**config.mk**
```make
export PLATFORM = sky130hd
export DESIGN_NAME = turbo_rx_deframer_flat
export DESIGN_NICKNAME = d
export VERILOG_FILES = /design/src/rtl/turbo_pkg.sv /design/src/rtl/turbo_rx_deframer_if.sv /design/src/rtl/turbo_rx_deframer.sv /design/src/flat_wrapper.sv
export SDC_FILE = /design/constraint.sdc
export NUM_CORES = 1
export LEC_CHECK = 0
export BUFFER_PORTS_ARGS = -buffer_cell sky130_fd_sc_hd__buf_2
export CAP_MARGIN = 20
export CORE_UTILIZATION = 54
export DETAILED_ROUTE_END_ITERATION = 12
export PLACE_DENSITY = 0.8
export REMOVE_ABC_BUFFERS = 1
export SLEW_MARGIN = 40
export SYNTH_ARGS = -nofsm -noshare
export SYNTH_HDL_FRONTEND = slang
export SYNTH_SLANG_ARGS = --single-unit
export TNS_END_PERCENT = 30
```
**constraint.sdc**
```tcl
create_clock -name clk -period 2.7 [get_ports clk]
set_input_delay 0.135 -clock clk [delete_from_list [all_inputs] [get_ports clk]]
set_output_delay 0.135 -clock clk [all_outputs]
set_load 0.02 [all_outputs]
```
**src/rtl/turbo_pkg.sv**
```systemverilog
// Types and constants shared by the turbo encoder control FSM and the receive deframer.
package turbo_pkg;

    localparam int LLR_W    = 4;
    localparam int TAIL_LEN = 4;

    typedef enum logic [2:0] {
        ST_IDLE,
        ST_DATA,
        ST_TAIL,
        ST_START,
        ST_WAIT_DEC
    } state_t;

    // Triplet packing order in the decoder memory: systematic in the MSBs.
    function automatic logic [3*LLR_W-1:0] pack_triplet(
        input logic [LLR_W-1:0] sys,
        input logic [LLR_W-1:0] p1,
        input logic [LLR_W-1:0] p2
    );
        return {sys, p1, p2};
    endfunction

endpackage

```
**src/rtl/turbo_rx_deframer_if.sv**
```systemverilog
// Symbol-stream, decoder-memory and decoder-handshake signals of the receive deframer.
interface turbo_rx_deframer_if #(
    parameter int LEN_W  = 9,
    parameter int ADDR_W = 10
);
    localparam int LW = turbo_pkg::LLR_W;

    logic [LEN_W-1:0]  length;
    logic              in_valid;
    logic [LW-1:0]     in_sys;
    logic [LW-1:0]     in_p1;
    logic [LW-1:0]     in_p2;
    logic              in_ready;
    logic              mem_we;
    logic [ADDR_W-1:0] mem_addr;
    logic [3*LW-1:0]   mem_wdata;
    logic              mem_tail;
    logic [LEN_W-1:0]  dec_len;
    logic              dec_start;
    logic              dec_done;
    logic              frame_err;

    // master: demodulator side plus decoder core; slave: the deframer
    modport master (
        output length, in_valid, in_sys, in_p1, in_p2, dec_done,
        input  in_ready, mem_we, mem_addr, mem_wdata, mem_tail, dec_len, dec_start, frame_err
    );
    modport slave (
        input  length, in_valid, in_sys, in_p1, in_p2, dec_done,
        output in_ready, mem_we, mem_addr, mem_wdata, mem_tail, dec_len, dec_start, frame_err
    );
endinterface

```
**src/rtl/turbo_rx_deframer.sv**
```systemverilog
// Writes K data triplets plus the tail triplets of a turbo frame into decoder memory,
// then hands the frame to the decoder with a start/done handshake.
module turbo_rx_deframer
    import turbo_pkg::*;
#(
    parameter int LEN_W  = 9,
    parameter int ADDR_W = 10
) (
    input  logic                clk,
    input  logic                reset,
    turbo_rx_deframer_if.slave  bus
);

    state_t              r_state;
    logic [LEN_W-1:0]    r_cnt;
    logic [LEN_W-1:0]    r_k;
    logic                r_we;
    logic [ADDR_W-1:0]   r_addr;
    logic [3*LLR_W-1:0]  r_wdata;
    logic                r_tail;
    logic                r_start;
    logic                r_err;

    logic                w_ready;
    logic                w_acc;
    logic [3*LLR_W-1:0]  w_trip;

    assign w_ready = (r_state == ST_IDLE) || (r_state == ST_DATA) || (r_state == ST_TAIL);
    assign w_acc   = bus.in_valid && w_ready;
    assign w_trip  = pack_triplet(bus.in_sys, bus.in_p1, bus.in_p2);

    always_ff @(posedge clk) begin
        if (reset) begin
            r_state <= ST_IDLE;
            r_cnt   <= '0;
            r_k     <= '0;
            r_we    <= 1'b0;
            r_addr  <= '0;
            r_wdata <= '0;
            r_tail  <= 1'b0;
            r_start <= 1'b0;
            r_err   <= 1'b0;
        end else begin
            r_we    <= 1'b0;
            r_start <= 1'b0;
            r_err   <= 1'b0;
            case (r_state)
                ST_IDLE: if (w_acc) begin
                    if (bus.length == '0) begin
                        r_err <= 1'b1;
                    end else begin
                        r_k     <= bus.length;
                        r_we    <= 1'b1;
                        r_addr  <= '0;
                        r_wdata <= w_trip;
                        r_tail  <= 1'b0;
                        if (bus.length == LEN_W'(1)) begin
                            r_cnt   <= '0;
                            r_state <= ST_TAIL;
                        end else begin
                            r_cnt   <= LEN_W'(1);
                            r_state <= ST_DATA;
                        end
                    end
                end
                ST_DATA: if (w_acc) begin
                    r_we    <= 1'b1;
                    r_addr  <= ADDR_W'(r_cnt);
                    r_wdata <= w_trip;
                    r_tail  <= 1'b0;
                    if (r_cnt == r_k - LEN_W'(1)) begin
                        r_cnt   <= '0;
                        r_state <= ST_TAIL;
                    end else begin
                        r_cnt <= r_cnt + LEN_W'(1);
                    end
                end
                ST_TAIL: if (w_acc) begin
                    r_we    <= 1'b1;
                    r_addr  <= ADDR_W'(r_k) + ADDR_W'(r_cnt);
                    r_wdata <= w_trip;
                    r_tail  <= 1'b1;
                    if (r_cnt == LEN_W'(TAIL_LEN - 1)) begin
                        // start goes out alongside the last tail write
                        r_cnt   <= '0;
                        r_start <= 1'b1;
                        r_state <= ST_START;
                    end else begin
                        r_cnt <= r_cnt + LEN_W'(1);
                    end
                end
                ST_START:    r_state <= ST_WAIT_DEC;
                ST_WAIT_DEC: if (bus.dec_done) r_state <= ST_IDLE;
                default:     r_state <= ST_IDLE;
            endcase
        end
    end

    assign bus.in_ready  = w_ready;
    assign bus.mem_we    = r_we;
    assign bus.mem_addr  = r_addr;
    assign bus.mem_wdata = r_wdata;
    assign bus.mem_tail  = r_tail;
    assign bus.dec_len   = r_k;
    assign bus.dec_start = r_start;
    assign bus.frame_err = r_err;

endmodule

```
**src/flat_wrapper.sv**
```systemverilog
// flat-port wrapper written by rule: the top's interface ports become plain ports
module turbo_rx_deframer_flat import turbo_pkg::*;
#(
    parameter int LEN_W  = 9,
    parameter int ADDR_W = 10
)
  (clk, reset, bus_length, bus_in_valid, bus_in_sys, bus_in_p1, bus_in_p2, bus_dec_done, bus_in_ready, bus_mem_we, bus_mem_addr, bus_mem_wdata, bus_mem_tail, bus_dec_len, bus_dec_start, bus_frame_err);
  turbo_rx_deframer_if #(.LEN_W(LEN_W), .ADDR_W(ADDR_W)) bus_i ();
  input  logic clk;
  input  logic reset;
  input wire logic [$bits(bus_i.length)-1:0] bus_length;
  input wire logic [$bits(bus_i.in_valid)-1:0] bus_in_valid;
  input wire logic [$bits(bus_i.in_sys)-1:0] bus_in_sys;
  input wire logic [$bits(bus_i.in_p1)-1:0] bus_in_p1;
  input wire logic [$bits(bus_i.in_p2)-1:0] bus_in_p2;
  input wire logic [$bits(bus_i.dec_done)-1:0] bus_dec_done;
  output wire logic [$bits(bus_i.in_ready)-1:0] bus_in_ready;
  output wire logic [$bits(bus_i.mem_we)-1:0] bus_mem_we;
  output wire logic [$bits(bus_i.mem_addr)-1:0] bus_mem_addr;
  output wire logic [$bits(bus_i.mem_wdata)-1:0] bus_mem_wdata;
  output wire logic [$bits(bus_i.mem_tail)-1:0] bus_mem_tail;
  output wire logic [$bits(bus_i.dec_len)-1:0] bus_dec_len;
  output wire logic [$bits(bus_i.dec_start)-1:0] bus_dec_start;
  output wire logic [$bits(bus_i.frame_err)-1:0] bus_frame_err;
  assign bus_i.length = bus_length;
  assign bus_i.in_valid = bus_in_valid;
  assign bus_i.in_sys = bus_in_sys;
  assign bus_i.in_p1 = bus_in_p1;
  assign bus_i.in_p2 = bus_in_p2;
  assign bus_i.dec_done = bus_dec_done;
  assign bus_in_ready = bus_i.in_ready;
  assign bus_mem_we = bus_i.mem_we;
  assign bus_mem_addr = bus_i.mem_addr;
  assign bus_mem_wdata = bus_i.mem_wdata;
  assign bus_mem_tail = bus_i.mem_tail;
  assign bus_dec_len = bus_i.dec_len;
  assign bus_dec_start = bus_i.dec_start;
  assign bus_frame_err = bus_i.frame_err;
  turbo_rx_deframer #(.LEN_W(LEN_W), .ADDR_W(ADDR_W)) u_core (.clk(clk), .reset(reset), .bus(bus_i));
endmodule
```
======== Word level (Yosys, flattened, before mapping) ========
Index checks and enable logic that the tools add are counted.
word-level totals
  register bits ........................... 47
  output and inout bits ................... 36
  logic and storage cells ................. 82
operators by class
  add/sub/neg operators ................... 3
  equal/unequal tests ..................... 15
  multiplexer cells ....................... 37
  bitwise operators ....................... 4
  reductions and logical operators ........ 14
operator list
  kind                                                                    number
  9-bit 2-to-1 mux                                                        6
  10-bit 2-to-1 mux                                                       4
  12-bit 2-to-1 mux                                                       3
  10-bit case mux with 3 select lines                                     1
  9-bit case mux with 3 select lines                                      1
  12-bit case mux with 2 select lines                                     1
  3-bit 2-to-1 mux                                                        7
  3-bit case mux with 5 select lines                                      1
  9-bit by 9-bit adder with 10-bit output                                 1
  1-bit 2-to-1 mux                                                        10
  9-bit by 1-bit adder with 9-bit output (second input constant)          1
  9-bit by 1-bit equality test with 1-bit output (second input constant)  1
  9-bit by 2-bit equality test with 1-bit output (second input constant)  1
  9-bit equality test                                                     1
  9-bit zero test                                                         1
  9-bit by 1-bit subtractor with 9-bit output (second input constant)     1
  2-bit by 1-bit != test with 1-bit output (second input constant)        4
  2-bit != test (second input constant)                                   4
  7-bit AND reduction                                                     1
  3-bit by 2-bit equality test with 1-bit output (second input constant)  2
  3-bit OR reduction                                                      2
  5-bit AND reduction                                                     1
  1-bit NOT                                                               4
  4-bit AND reduction                                                     1
  12 further kinds                                                        13

======== Depth between registers and ports, before layout ========
Gate-level depths: netlist of the first run.
  depth in word-level cells ............... 6
  gate-level depth with buffers ........... 10
  gate-level depth less buffers ........... 10

======== Least setup slack after synthesis of the first run ========
No wires, ideal clock.
  path type ............................... register to register
  from .................................... register u_core.r_k[1] (netlist: u_core.bus.dec_len[1])
  to ...................................... register u_core.r_cnt[5]
  library setup time ...................... 117 ps
  arrival ................................. 2,182 ps
  slack ................................... 400 ps
  cell stages (with the launch flop) ...... 10
  path buffers ............................ 0
  period minus slack after synthesis ...... 2,300 ps
  cells stage by stage .................... dfxtp_1 > inv_1 > ha_1 > nor3b_1 > a2111o_1 > nand4_1 > o221ai_1 > a21oi_2 > o21ai_0 > a32o_1
on the way
  longest elaborated chain between the ends .. 5
RTL lines
  element                                      RTL line                 text
  start: declaration                           turbo_rx_deframer.sv:16  logic [LEN_W-1:0] r_k;
  start signal: assignment                     turbo_rx_deframer.sv:52  r_k <= bus.length;
  9-bit by 1-bit subtractor with 9-bit output  turbo_rx_deframer.sv:71  if (r_cnt == r_k - LEN_W'(1)) begin
  9-bit equality test                          turbo_rx_deframer.sv:71
  9-bit 2-to-1 mux                             turbo_rx_deframer.sv:71
  9-bit 2-to-1 mux                             turbo_rx_deframer.sv:66  ST_DATA: if (w_acc) begin
  9-bit case mux with 3 select lines           turbo_rx_deframer.sv:47  case (r_state)
  end signal: assignment                       turbo_rx_deframer.sv:75  r_cnt <= r_cnt + LEN_W'(1);
  end signal: assignment                       turbo_rx_deframer.sv:89  r_cnt <= r_cnt + LEN_W'(1);
  end: declaration                             turbo_rx_deframer.sv:15  logic [LEN_W-1:0] r_cnt;
No other way between the ends. The select of a mux whose other input is x is not followed.
A chain may end at the register's enable or synchronous reset.

======== Final worst setup path of the first run ========
Ends and elaborated chain as after synthesis.

==> summary.md, run 1 <==
| Metric | Value |
|---|---|
| Run status | `complete, no violations` |
| HPWL after detailed placement | `4730 um` |
| Area grow syn2layout | `16.7%` |
| IR Drop Worst-Case VDD | `339 uV` |
| Sequential-to-total area share from yosys stat | `34.3%` |
| Clock transition at the registers of the reported paths | `0.09 ns` |
| Multiplexer fraction of the synthesized cell area | `2.55%` |
| Final design instance area without fill | `0.00320 mm^2` |
| Library cell with the highest instance count after synthesis | `sky130_fd_sc_hd__nand2_1` |
| Core area | `0.00482 mm^2` |
| Placer Congestion | `0.867` |
| Clock Skew | `0.00719 ns` |
| Switching power | `537 uW` |
| Number of levels the H-tree was split into | `2` |
| Post-synthesis average cell area | `8.02 um^2` |
| Die X-Extent | `73.3 um` |
| Insertion delay of the later-clocked pin in the worst-skew pair | `0.31 ns` |
| Clock tree from TritonCTS | `yes` |
| Hold/Removal Path Class | `input port to flop` |
| Crit path max fanout | `7` |
| PwrDens | `535 mW/mm^2` |
| Met3 Wirelength | `402 um` |
| Port buffer count | `60` |
| Kind of end point of the critical path | `flop` |
| Antenna Cells | `0` |
| Hold slack | `0.0533 ns` |
| Number of post-CTS setup repair buffers | `0` |
| Commonest register cell after synthesis | `sky130_fd_sc_hd__dfxtp_1` |
| Simple-gate share of the synthesized area | `25.5%` |
| Number of slew-limit violations in the final report | `0` |
| Drt wl/cell | `14.3 um` |
| Initial core utilization | `56.9%` |
| EDFF count, synth | `0` |
| Nets@finish | `431` |
| Combinational fraction of design power | `23.6%` |
| Crit Path Class | `flop to flop` |
| Relative slew margins | `59.4%` |
| Largest net degree at the start of global routing | `31` |
| Final period utilization | `89.8%` |
| Complex-gate fraction of the synthesized area | `21.8%` |
| Clk root buf | `sky130_fd_sc_hd__clkbuf_8` |
| Ratio of cells with drive above 1 in the final layout | `23.0%` |
| DRC violations left | `0` |
| Data required time of the worst path | `2.90 ns` |
| First-pass DRT Iterations | `4` |
| Setup total negative slack | `0 ns` |
| Placed cell area | `0.00308 mm^2` |
| Count of nets left with antenna violations after detail routing | `0` |
| Switching Share | `31.4%` |
| Final routed wirelength across all metal layers | `6600 um` |
| Crit path DAT | `2.63 ns` |
| Wire length of the first global-routing pass | `10800 um` |
| Area share of fa/ha/maj cells after synthesis | `5.75%` |
| Xor and xnor area share after synthesis | `4.47%` |
| Dominant combinational cell family by area after synthesis | `simple AND/OR/NAND/NOR gates` |
| Clock period minus final worst setup slack | `2.43 ns` |
| Met1 Routed Length | `2890 um` |
| Share of flip-flops with an asynchronous set or reset after synthesis | `0%` |
| Sequential power share | `45.4%` |
| Cell types occupying the most area after synthesis | `sky130_fd_sc_hd__dfxtp_1, sky130_fd_sc_hd__nand2_1, sky130_fd_sc_hd__nor2_1, sky130_fd_sc_hd__ha_1, sky130_fd_sc_hd__xnor2_1` |
| Final setup violation count | `0` |
| Leak | `1.37 nW` |
| Post-synth design cell area | `0.00274 mm^2` |
| Filler instances | `438` |
| Floorplan die area | `0.00537 mm^2` |
| Row count | `25` |
| Total placed cells including tap cells | `454` |
| Violation count after the first detailed-route iteration | `201` |
| Cell variety after synth | `53` |
| Worst Setup Start Kind | `flop` |
| Most instantiated cells after synthesis | `sky130_fd_sc_hd__nand2_1, sky130_fd_sc_hd__dfxtp_1, sky130_fd_sc_hd__nor2_1, sky130_fd_sc_hd__a21oi_1, sky130_fd_sc_hd__clkbuf_1` |
| Pin slew with the least headroom to its limit | `0.609 ns` |
| Count of state elements after synthesis | `47` |
| Maximum clock frequency | `412 MHz` |
| Maxcap violations | `0` |
| Routed met2 length | `3230 um` |
| Yosys warns | `0` |
| Final hold violations | `0` |
| Vias in the first global route | `2310` |
| Global Route Usage Sum | `25.9%` |
| Initial antenna violation count | `0` |
| Post-cts hold buffer count | `0` |
| Part of the total power dissipated in the clock network | `31.0%` |
| Synthesized netlist cell count | `342` |
| Post-route non-filler standard cell count | `462` |
| Post-synthesis cell type with the largest combined area | `sky130_fd_sc_hd__dfxtp_1` |
| Internal power | `1.17 mW` |
| Ports | `61` |
| Inserted Clock Buffers | `5` |
| Overall die height | `73.3 um` |
| Residual overflow from global routing | `0` |
| Highest routing layer actually used | `met4` |
| Resize count post-CTS | `0` |
| Area share of the leading cell type in the synthesized netlist | `34.3%` |
| Clock Sink Count | `47` |
| Mean number of vias per cell | `5.69` |
| Maximum count of clock buffers along a single path | `2` |
| Setup repair after global routing missed its margin | `false` |
| DR vias | `2630` |
[path summary, 6_finish.rpt]
check,start,endpoint,slack (ns),depth (start not counted)
setup / recovery,u_core.bus.dec_len[1],u_core.r_cnt[5],0.27,9
hold / removal,bus_in_p1[1],u_core.bus.mem_wdata[5],0.05,3
setup reg to reg,u_core.bus.dec_len[1],u_core.r_cnt[5],0.27,9
hold reg to reg,u_core.bus.mem_wdata[8],u_core.bus.mem_wdata[8],0.46,2
[critical path: stages, from the launching register on]
cell and delay, ns:
sky130_fd_sc_hd__dfxtp_1 0.42, sky130_fd_sc_hd__inv_1 0.11, sky130_fd_sc_hd__ha_1 0.20, sky130_fd_sc_hd__nor3b_1 0.18, sky130_fd_sc_hd__a2111o_1 0.39, sky130_fd_sc_hd__nand4_1 0.11, sky130_fd_sc_hd__o221ai_1 0.20, sky130_fd_sc_hd__a21oi_2 0.34
sky130_fd_sc_hd__o21ai_0 0.14, sky130_fd_sc_hd__a32o_1 0.25
[final cells by class]
class,count,area (um^2),area share (%)
Tap cell,67,83.8,2.62
Clock inverter,3,47.5,1.49
Multi-Input combinational cell,263,1650,51.5
Inverter,8,30.0,0.939
Timing Repair Buffer,69,380,11.9
Sequential cell,47,941,29.4
Clock buffer,5,68.8,2.15
[metal layers]
metal | vias up | global-route usage, %
met5 | - | 0
met4 | 0 | 6.54
met3 | 8 | 4.25
met2 | 82 | 44.5
met1 | 1225 | 33.8
li1 | 1315 | -
[through the flow]
step	util, %	setup WS [ns]	power (mW)
2_1_floorplan	-	0.366	1.05
3_3_place_gp	64.0	0.372	1.18
3_5_place_dp	64.0	0.303	1.19
4_1_cts	66.4	0.210	1.72
5_1_grt	66.4	0.0337	1.80
6_report	66.4	0.275	1.71
[power by group through the flow]
stage,Combinational (mW),Sequential [mW],Clock (mW)
after detailed placement,0.398,0.793,0
after global placement,0.393,0.791,0
final,0.403,0.777,0.531
after floorplan,0.224,0.826,0
after CTS,0.402,0.776,0.542
after global routing,0.444,0.784,0.568
[kinds of logic after synthesis]
family	count (synthesis)
buffers and inverters	32
adder cells (fa/ha/maj)	12
AND/OR/NAND/NOR	149
AO/OA/AOI/OAI	81
flip-flops	47
multiplexers	7
XOR/XNOR	14
[registers in the layout, summed over array words and instances (netlist names)]
| name | cells |
|---|---|
| u_core.bus.mem_wdata | 12 |
| u_core.bus.mem_addr | 10 |
| u_core.bus.dec_len | 9 |
| u_core.r_cnt | 9 |
| u_core.r_state | 3 |
| u_core.bus.dec_start | 1 |
| u_core.bus.frame_err | 1 |
| u_core.bus.mem_tail | 1 |
| u_core.bus.mem_we | 1 |
[cell usage in the layout (no fill, tap or decap), types with 3 or more instances in the layout]
cell / n
sky130_fd_sc_hd__a211oi_1: 6
sky130_fd_sc_hd__a21oi_1: 16
sky130_fd_sc_hd__a21oi_2: 9
sky130_fd_sc_hd__a221oi_1: 4
sky130_fd_sc_hd__a22oi_1: 3
sky130_fd_sc_hd__a2bb2oi_1: 3
sky130_fd_sc_hd__a31oi_1: 4
sky130_fd_sc_hd__and2_1: 5
sky130_fd_sc_hd__buf_2: 60
sky130_fd_sc_hd__buf_4: 8
sky130_fd_sc_hd__clkbuf_8: 5
sky130_fd_sc_hd__dfxtp_1: 47
sky130_fd_sc_hd__ha_1: 11
sky130_fd_sc_hd__inv_1: 8
sky130_fd_sc_hd__mux2i_1: 7
sky130_fd_sc_hd__nand2_1: 48
sky130_fd_sc_hd__nand2b_1: 4
sky130_fd_sc_hd__nand3_1: 8
sky130_fd_sc_hd__nand4_1: 3
sky130_fd_sc_hd__nor2_1: 43
sky130_fd_sc_hd__nor2b_1: 7
sky130_fd_sc_hd__nor3_1: 11
sky130_fd_sc_hd__nor4_1: 5
sky130_fd_sc_hd__o21ai_0: 11
sky130_fd_sc_hd__o21ai_1: 3
sky130_fd_sc_hd__o221ai_1: 3
sky130_fd_sc_hd__or3_1: 4
sky130_fd_sc_hd__or4_1: 3
sky130_fd_sc_hd__xnor2_1: 11
sky130_fd_sc_hd__xor2_1: 3
Note: power is estimated with default switching activity, not from simulation.
==> run 2: changes to the inputs <==
==> constraint.sdc (replaced) <==
create_clock -name clk -period 2.62 [get_ports clk]
set_input_delay 0.131 -clock clk [delete_from_list [all_inputs] [get_ports clk]]
set_output_delay 0.131 -clock clk [all_outputs]
set_load 0.02 [all_outputs]
==> run 2 against run 1 <==
Effect of this change: clock-buffer cell count rose by 1; flip-flop and latch count did not move; highest routed layer unchanged; register-to-register slack worse by 0.07 ns; die area unchanged; critical endpoint is now u_core.r_cnt[6]; core utilization grew 0.26 points; via count barely moved; largest power group unchanged; setup slack got worse by 0.068 ns; final cell count is 0.65% higher; hold slack improved by 0.0020 ns; power shrank 0.71%.
==> summary.md, run 2 (synthesized netlist as in run 1, its figures left out) <==
| Metric | Value |
|---|---|
| Leak | `1.37 nW (about the same)` |
| Run status | `complete, no violations (unchanged)` |
| Global Route Usage Sum | `27.1% (was 25.9%)` |
| Final period utilization | `92.1% (was 89.8%)` |
| Ratio of cells with drive above 1 in the final layout | `23.9% (was 23.0%)` |
| Largest net degree at the start of global routing | `43 (was 31)` |
| Switching Share | `33.0% (was 31.4%)` |
| Pin slew with the least headroom to its limit | `0.545 ns (was 0.609 ns)` |
| Combinational fraction of design power | `24.4% (was 23.6%)` |
| Final setup violation count | `0 (unchanged)` |
| Relative slew margins | `63.7% (was 59.4%)` |
| Clock period minus final worst setup slack | `2.41 ns (was 2.43 ns)` |
| Setup repair after global routing missed its margin | `false (unchanged)` |
| Initial core utilization | `56.9% (unchanged)` |
| Insertion delay of the later-clocked pin in the worst-skew pair | `0.31 ns (about the same)` |
| Launch point of the worst reg-to-reg path | `u_core.bus.dec_len[1] (unchanged)` |
| Commonest cells after routing, fill and taps aside | `sky130_fd_sc_hd__buf_2, sky130_fd_sc_hd__nand2_1, sky130_fd_sc_hd__dfxtp_1, sky130_fd_sc_hd__nor2_1, sky130_fd_sc_hd__a21oi_1 (unchanged)` |
| Maximum clock frequency | `414 MHz (was 412 MHz)` |
| Final routed wirelength across all metal layers | `6620 um (was 6600 um)` |
| Clock Skew | `0.00684 ns (was 0.00719 ns)` |
| Worst Setup Start Kind | `flop (unchanged)` |
| DR vias | `2631 (was 2630)` |
| Crit path DAT | `2.62 ns (was 2.63 ns)` |
| Internal power | `1.14 mW (was 1.17 mW)` |
| Crit Path Class | `flop to flop (unchanged)` |
| IR Drop Worst-Case VDD | `332 uV (was 339 uV)` |
| Clock tree from TritonCTS | `yes (unchanged)` |
| Ports | `61 (unchanged)` |
| Area grow syn2layout | `17.1% (was 16.7%)` |
| Sequential power share | `47.3% (was 45.4%)` |
| Max FFs per register | `12 (unchanged)` |
| Wire length of the first global-routing pass | `11200 um (was 10800 um)` |
| FF-to-FF setup slack | `0.21 ns (was 0.27 ns)` |
| Overall die height | `73.3 um (unchanged)` |
| Commonest non-fill, non-tap cell in the layout | `sky130_fd_sc_hd__buf_2 (unchanged)` |
| Part of the total power dissipated in the clock network | `28.3% (was 31.0%)` |
| First-pass DRT Iterations | `4 (unchanged)` |
| Final hold violations | `0 (unchanged)` |
| DRC violations left | `0 (unchanged)` |
| Maxcap violations | `0 (unchanged)` |
| Vias in the first global route | `2461 (was 2310)` |
| Data required time of the worst path | `2.83 ns (was 2.90 ns)` |
| Clk root buf | `sky130_fd_sc_hd__clkbuf_8 (unchanged)` |
| PwrDens | `529 mW/mm^2 (was 535 mW/mm^2)` |
| Mean number of vias per cell | `5.66 (was 5.69)` |
| Drt wl/cell | `14.2 um (was 14.3 um)` |
| Nets@finish | `434 (was 431)` |
| Floorplan die area | `0.00537 mm^2 (unchanged)` |
| WHS Path Cells | `3 (unchanged)` |
| Critical hold path startpoint | `bus_in_p1[2] (was bus_in_p1[1])` |
| Hold/Removal Path Class | `input port to flop (unchanged)` |
| Hold slack | `0.0553 ns (was 0.0533 ns)` |
| Residual overflow from global routing | `0 (unchanged)` |
| Port buffer count | `60 (unchanged)` |
| Kind of end point of the critical path | `flop (unchanged)` |
| Switching power | `560 uW (was 537 uW)` |
| Post-cts hold buffer count | `0 (unchanged)` |
| Clock transition at the registers of the reported paths | `0.10 ns (was 0.09 ns)` |
| Antenna Cells | `0 (unchanged)` |
| Row count | `25 (unchanged)` |
| Die X-Extent | `73.3 um (unchanged)` |
| Hold EP | `u_core.bus.mem_wdata[6] (was u_core.bus.mem_wdata[5])` |
| Crit path from | `u_core.bus.dec_len[1] (unchanged)` |
| Crit path max fanout | `7 (unchanged)` |
| Count of nets left with antenna violations after detail routing | `0 (unchanged)` |
| HPWL after detailed placement | `4840 um (was 4730 um)` |
| Number of levels the H-tree was split into | `2 (unchanged)` |
| Placer Congestion | `0.951 (was 0.867)` |
| Initial antenna violation count | `0 (unchanged)` |
| Inserted Clock Buffers | `5 (unchanged)` |
| Number of cells on the worst reg-to-reg path | `9 (unchanged)` |
| Setup total negative slack | `0 ns (unchanged)` |
| Clock Sink Count | `47 (unchanged)` |
| Core area | `0.00482 mm^2 (unchanged)` |
| Utilization of the core after routing | `66.7% (was 66.4%)` |
| Maximum count of clock buffers along a single path | `2 (unchanged)` |
| Violation count after the first detailed-route iteration | `130 (was 201)` |
| Number of slew-limit violations in the final report | `0 (unchanged)` |
| RR Endpoint | `u_core.r_cnt[6] (was u_core.r_cnt[5])` |
## run 2: changes by cell type in the layout (fill, tap and decap cells not counted)
cell and change:
sky130_fd_sc_hd__bufinv_16 -1, sky130_fd_sc_hd__nor3b_1 -1, sky130_fd_sc_hd__clkinvlp_4 +1, sky130_fd_sc_hd__a21boi_1 +1, sky130_fd_sc_hd__buf_4 +4, sky130_fd_sc_hd__inv_6 -1
sky130_fd_sc_hd__nor3b_2 +1, sky130_fd_sc_hd__buf_2 -1, sky130_fd_sc_hd__clkbuf_8 +1, sky130_fd_sc_hd__a21boi_0 -1
## run 2: worst max-delay path, stage by stage (launching register included)
cell                       delay, ns
sky130_fd_sc_hd__dfxtp_1        0.42
sky130_fd_sc_hd__inv_1          0.11
sky130_fd_sc_hd__ha_1           0.21
sky130_fd_sc_hd__nor3b_2        0.18
sky130_fd_sc_hd__a2111o_1       0.38
sky130_fd_sc_hd__nand4_1        0.10
sky130_fd_sc_hd__o221ai_1       0.22
sky130_fd_sc_hd__a21oi_2        0.34
sky130_fd_sc_hd__o21ai_0        0.14
sky130_fd_sc_hd__a32o_1         0.24
## run 2: what timing repair did
action	in CTS	in global routing
setup endpoints to repair	0	7
buffers inserted	0	0
gates resized for setup	0	3
## run 2: how the worst max path moves through the flow
stage,endpoint,depth (start not counted)
after CTS,u_core.r_cnt[4],9
after floorplan,u_core.r_cnt[5],9
after detailed placement,u_core.r_cnt[4],9
final,u_core.r_cnt[6],9
after global routing,u_core.bus.mem_addr[6],10
after global placement,u_core.bus.mem_addr[6],10
## run 2: area by class of cell
cell class	instances	area, um^2
repair buffers	72	405
inverters	8	30.0
clock inverters	2	16.3
multi-input cells	263	1650
flip-flops and latches	47	941
clock buffers	6	82.6
fillers	437	1610
well taps	67	83.8
## run 2: power by group through the flow
| stage | sequential, mW | clock, mW | combinational, mW |
|---|---|---|---|
| final | 0.804 | 0.481 | 0.414 |
| after global routing | 0.811 | 0.519 | 0.456 |
| after CTS | 0.804 | 0.489 | 0.410 |
| after detailed placement | 0.820 | 0 | 0.408 |
| after global placement | 0.819 | 0 | 0.404 |
| after floorplan | 0.851 | 0 | 0.231 |
## run 2: per-stage QoR
stage	area [um^2]	setup slack (ns)	std cells	total power [mW]
after floorplan	2620	0.286	318	1.08
after global routing	3210	0.0606	465	1.79
final	3210	0.207	465	1.70
after global placement	3100	0.283	457	1.22
after CTS	3200	0.159	465	1.70
after detailed placement	3100	0.178	457	1.23
## run 2: per-layer routing
layer / routed length (um) / part of all wire, % / vias to the layer above / track usage, %
met5: 0 / 0 / - / 0
met4: 103 / 1.6 / 0 / 9.80
met3: 399 / 6.0 / 10 / 5.62
met2: 3110 / 47 / 74 / 43.3
met1: 3010 / 45 / 1223 / 36.0
li1: - / - / 1324 / -
==> run 3: changes to the inputs <==
==> constraint.sdc (replaced) <==
create_clock -name clk -period 2.62 [get_ports clk]
set_input_delay 0.786 -clock clk [delete_from_list [all_inputs] [get_ports clk]]
set_output_delay 0.786 -clock clk [all_outputs]
set_load 0.02 [all_outputs]
==> run 3 against run 2 <==
Effect of this change: critical path depth fell by 1; hold slack improved by 0.40 ns; routed wire length decreased by 1.5%; cell area is 4.1% higher; largest power group unchanged.
==> summary.md, run 3 (synthesized netlist as in run 1, its figures left out) <==
| Metric | Value |
|---|---|
| Violation count after the first detailed-route iteration | `190 (was 130)` |
| Filler instances | `419 (was 437)` |
| Crit path max fanout | `4 (was 7)` |
| Floorplan die area | `0.00537 mm^2 (unchanged)` |
| Post-route non-filler standard cell count | `474 (was 465)` |
| Total placed cells including tap cells | `465 (was 457)` |
| Maximum clock frequency | `403 MHz (was 414 MHz)` |
| Crit Path Class | `input port to flop (was flop to flop)` |
| Residual overflow from global routing | `0 (unchanged)` |
| Ratio of cells with drive above 1 in the final layout | `25.6% (was 23.9%)` |
| Pin slew with the least headroom to its limit | `0.579 ns (was 0.545 ns)` |
| First-pass DRT Iterations | `4 (unchanged)` |
| Clock transition at the registers of the reported paths | `0.09 ns (was 0.10 ns)` |
| Area grow syn2layout | `21.9% (was 17.1%)` |
| Final routed wirelength across all metal layers | `6520 um (was 6620 um)` |
| Kind of end point of the critical path | `flop (unchanged)` |
| Global Route Usage Sum | `25.9% (was 27.1%)` |
| Run status | `complete, no violations (unchanged)` |
| Number of levels the H-tree was split into | `2 (unchanged)` |
| Commonest cells after routing, fill and taps aside | `sky130_fd_sc_hd__buf_2, sky130_fd_sc_hd__nand2_1, sky130_fd_sc_hd__dfxtp_1, sky130_fd_sc_hd__nor2_1, sky130_fd_sc_hd__a21oi_1 (unchanged)` |
| Commonest non-fill, non-tap cell in the layout | `sky130_fd_sc_hd__buf_2 (unchanged)` |
| Relative slew margins | `61.4% (was 63.7%)` |
| Highest cell delay on the worst timing path | `0.56 ns (was 0.42 ns)` |
| Die X-Extent | `73.3 um (unchanged)` |
| Final hold violations | `0 (unchanged)` |
| Port buffer count | `60 (unchanged)` |
| Mean number of vias per cell | `5.59 (was 5.66)` |
| Clock period minus final worst setup slack | `2.48 ns (was 2.41 ns)` |
| Core area | `0.00482 mm^2 (unchanged)` |
| Setup repair after global routing missed its margin | `false (unchanged)` |
| Post-cts hold buffer count | `0 (unchanged)` |
| Insertion delay of the later-clocked pin in the worst-skew pair | `0.31 ns (about the same)` |
| DRC violations left | `0 (unchanged)` |
| Ports | `61 (unchanged)` |
| IR Drop Worst-Case VDD | `313 uV (was 332 uV)` |
| Row count | `25 (unchanged)` |
| Overall die height | `73.3 um (unchanged)` |
| Vias in the first global route | `2347 (was 2461)` |
| Max FFs per register | `12 (unchanged)` |
| Inserted Clock Buffers | `5 (unchanged)` |
| Leak | `1.44 nW (was 1.37 nW)` |
| Maximum count of clock buffers along a single path | `2 (unchanged)` |
| Maxcap violations | `0 (unchanged)` |
| Utilization of the core after routing | `69.4% (was 66.7%)` |
| PwrDens | `516 mW/mm^2 (was 529 mW/mm^2)` |
| Count of nets left with antenna violations after detail routing | `0 (unchanged)` |
| Placer Congestion | `0.920 (was 0.951)` |
| Hold/Removal Path Class | `flop to flop (was input port to flop)` |
| DR vias | `2652 (was 2631)` |
| Wire length of the first global-routing pass | `10900 um (was 11200 um)` |
| Number of slew-limit violations in the final report | `0 (unchanged)` |
| Final period utilization | `94.7% (was 92.1%)` |
| Cell with the largest stage delay on the worst path | `sky130_fd_sc_hd__or4_1 (was sky130_fd_sc_hd__dfxtp_1)` |
| Cell chain of the critical path | `buf_2, or4_1, or3_4, buf_4, o21ai_1, a211oi_1, and2_1, a211oi_1 (was inv_1, ha_1, nor3b_2, a2111o_1, nand4_1, o221ai_1, a21oi_2, o21ai_0, a32o_1)` |
| Crit path DAT | `2.70 ns (was 2.62 ns)` |
| Area of the multi-input gates | `0.00166 mm^2 (was 0.00165 mm^2)` |
| Clock Skew | `0.00726 ns (was 0.00684 ns)` |
| Clk root buf | `sky130_fd_sc_hd__clkbuf_8 (unchanged)` |
| Worst Setup Start Kind | `input port (was flop)` |
| Largest net degree at the start of global routing | `29 (was 43)` |
| FF/Latch Area | `941 um^2 (unchanged)` |
| Data required time of the worst path | `2.84 ns (was 2.83 ns)` |
| Most repeated library cell on the critical path | `sky130_fd_sc_hd__a211oi_1` |
| Drt wl/cell | `13.8 um (was 14.2 um)` |
| Initial core utilization | `56.9% (unchanged)` |
| Initial antenna violation count | `0 (unchanged)` |
| Clock tree from TritonCTS | `yes (unchanged)` |
| Clock Sink Count | `47 (unchanged)` |
| Setup total negative slack | `0 ns (unchanged)` |
| Antenna Cells | `0 (unchanged)` |
| Final setup violation count | `0 (unchanged)` |
| HPWL after detailed placement | `4880 um (was 4840 um)` |
| Nets@finish | `443 (was 434)` |
==> run 3: critical path: cells and delay by family <==
| kind | cells | cell delay, ns |
|---|---|---|
| buffers and inverters | 2 | 0.27 |
| AOI/OAI and AO/OA | 3 | 0.46 |
| and+or+nand+nor | 3 | 1.18 |
==> run 3: layout make-up <==
cell class                      instances  share of cell area, %
Clock inverter                          2                  0.487
Inverter                                8                  0.898
Sequential cell                        47                   28.1
Clock buffer                            6                   2.47
Multi-Input combinational cell        263                   49.6
Tap cell                               67                   2.51
Timing Repair Buffer                   81                   15.9
==> run 3: where the power goes <==
group / internal (mW) / switching (mW) / total [mW] / leakage (nW)
Clock: 0.216 / 0.253 / 0.468 / 0.0474
Combinational: 0.202 / 0.252 / 0.454 / 1.01
Sequential: 0.752 / 0.0492 / 0.801 / 0.385
==> run 3: what timing repair did <==
action	CTS	global route
setup endpoints to repair	0	7
gates resized for setup	0	2
setup buffers	0	1
==> run 3: path summary, 6_finish.rpt <==
kind                                  end               startpoint  slack (ns)  cells after the start
hold reg to reg   u_core.bus.mem_wdata[4]  u_core.bus.mem_wdata[4]        0.45                      2
setup reg to reg          u_core.r_cnt[6]    u_core.bus.dec_len[0]        0.22                      9
setup / recovery        u_core.r_state[1]            bus_length[8]        0.14                      8
hold / removal    u_core.bus.mem_wdata[4]  u_core.bus.mem_wdata[4]        0.45                      2
==> run 3: layer usage <==
layer  vias up  track usage, %  share of wire (%)
li1       1339               -                  -
met4         0            6.32               0.61
met2        82            44.0                 49
met5         -               0                  0
met3         4            5.08                5.8
met1      1227            33.7                 44
==> run 3: through the flow <==
stage	power (mW)	hold slack, ns	area, um^2	setup slack [ns]
2_1_floorplan	1.08	0.504	2620	-0.283
3_3_place_gp	1.25	0.440	3230	-0.124
3_5_place_dp	1.26	0.443	3230	-0.181
4_1_cts	1.72	0.455	3330	0.128
5_1_grt	1.82	0.474	3340	0.0212
6_report	1.72	0.453	3340	0.138
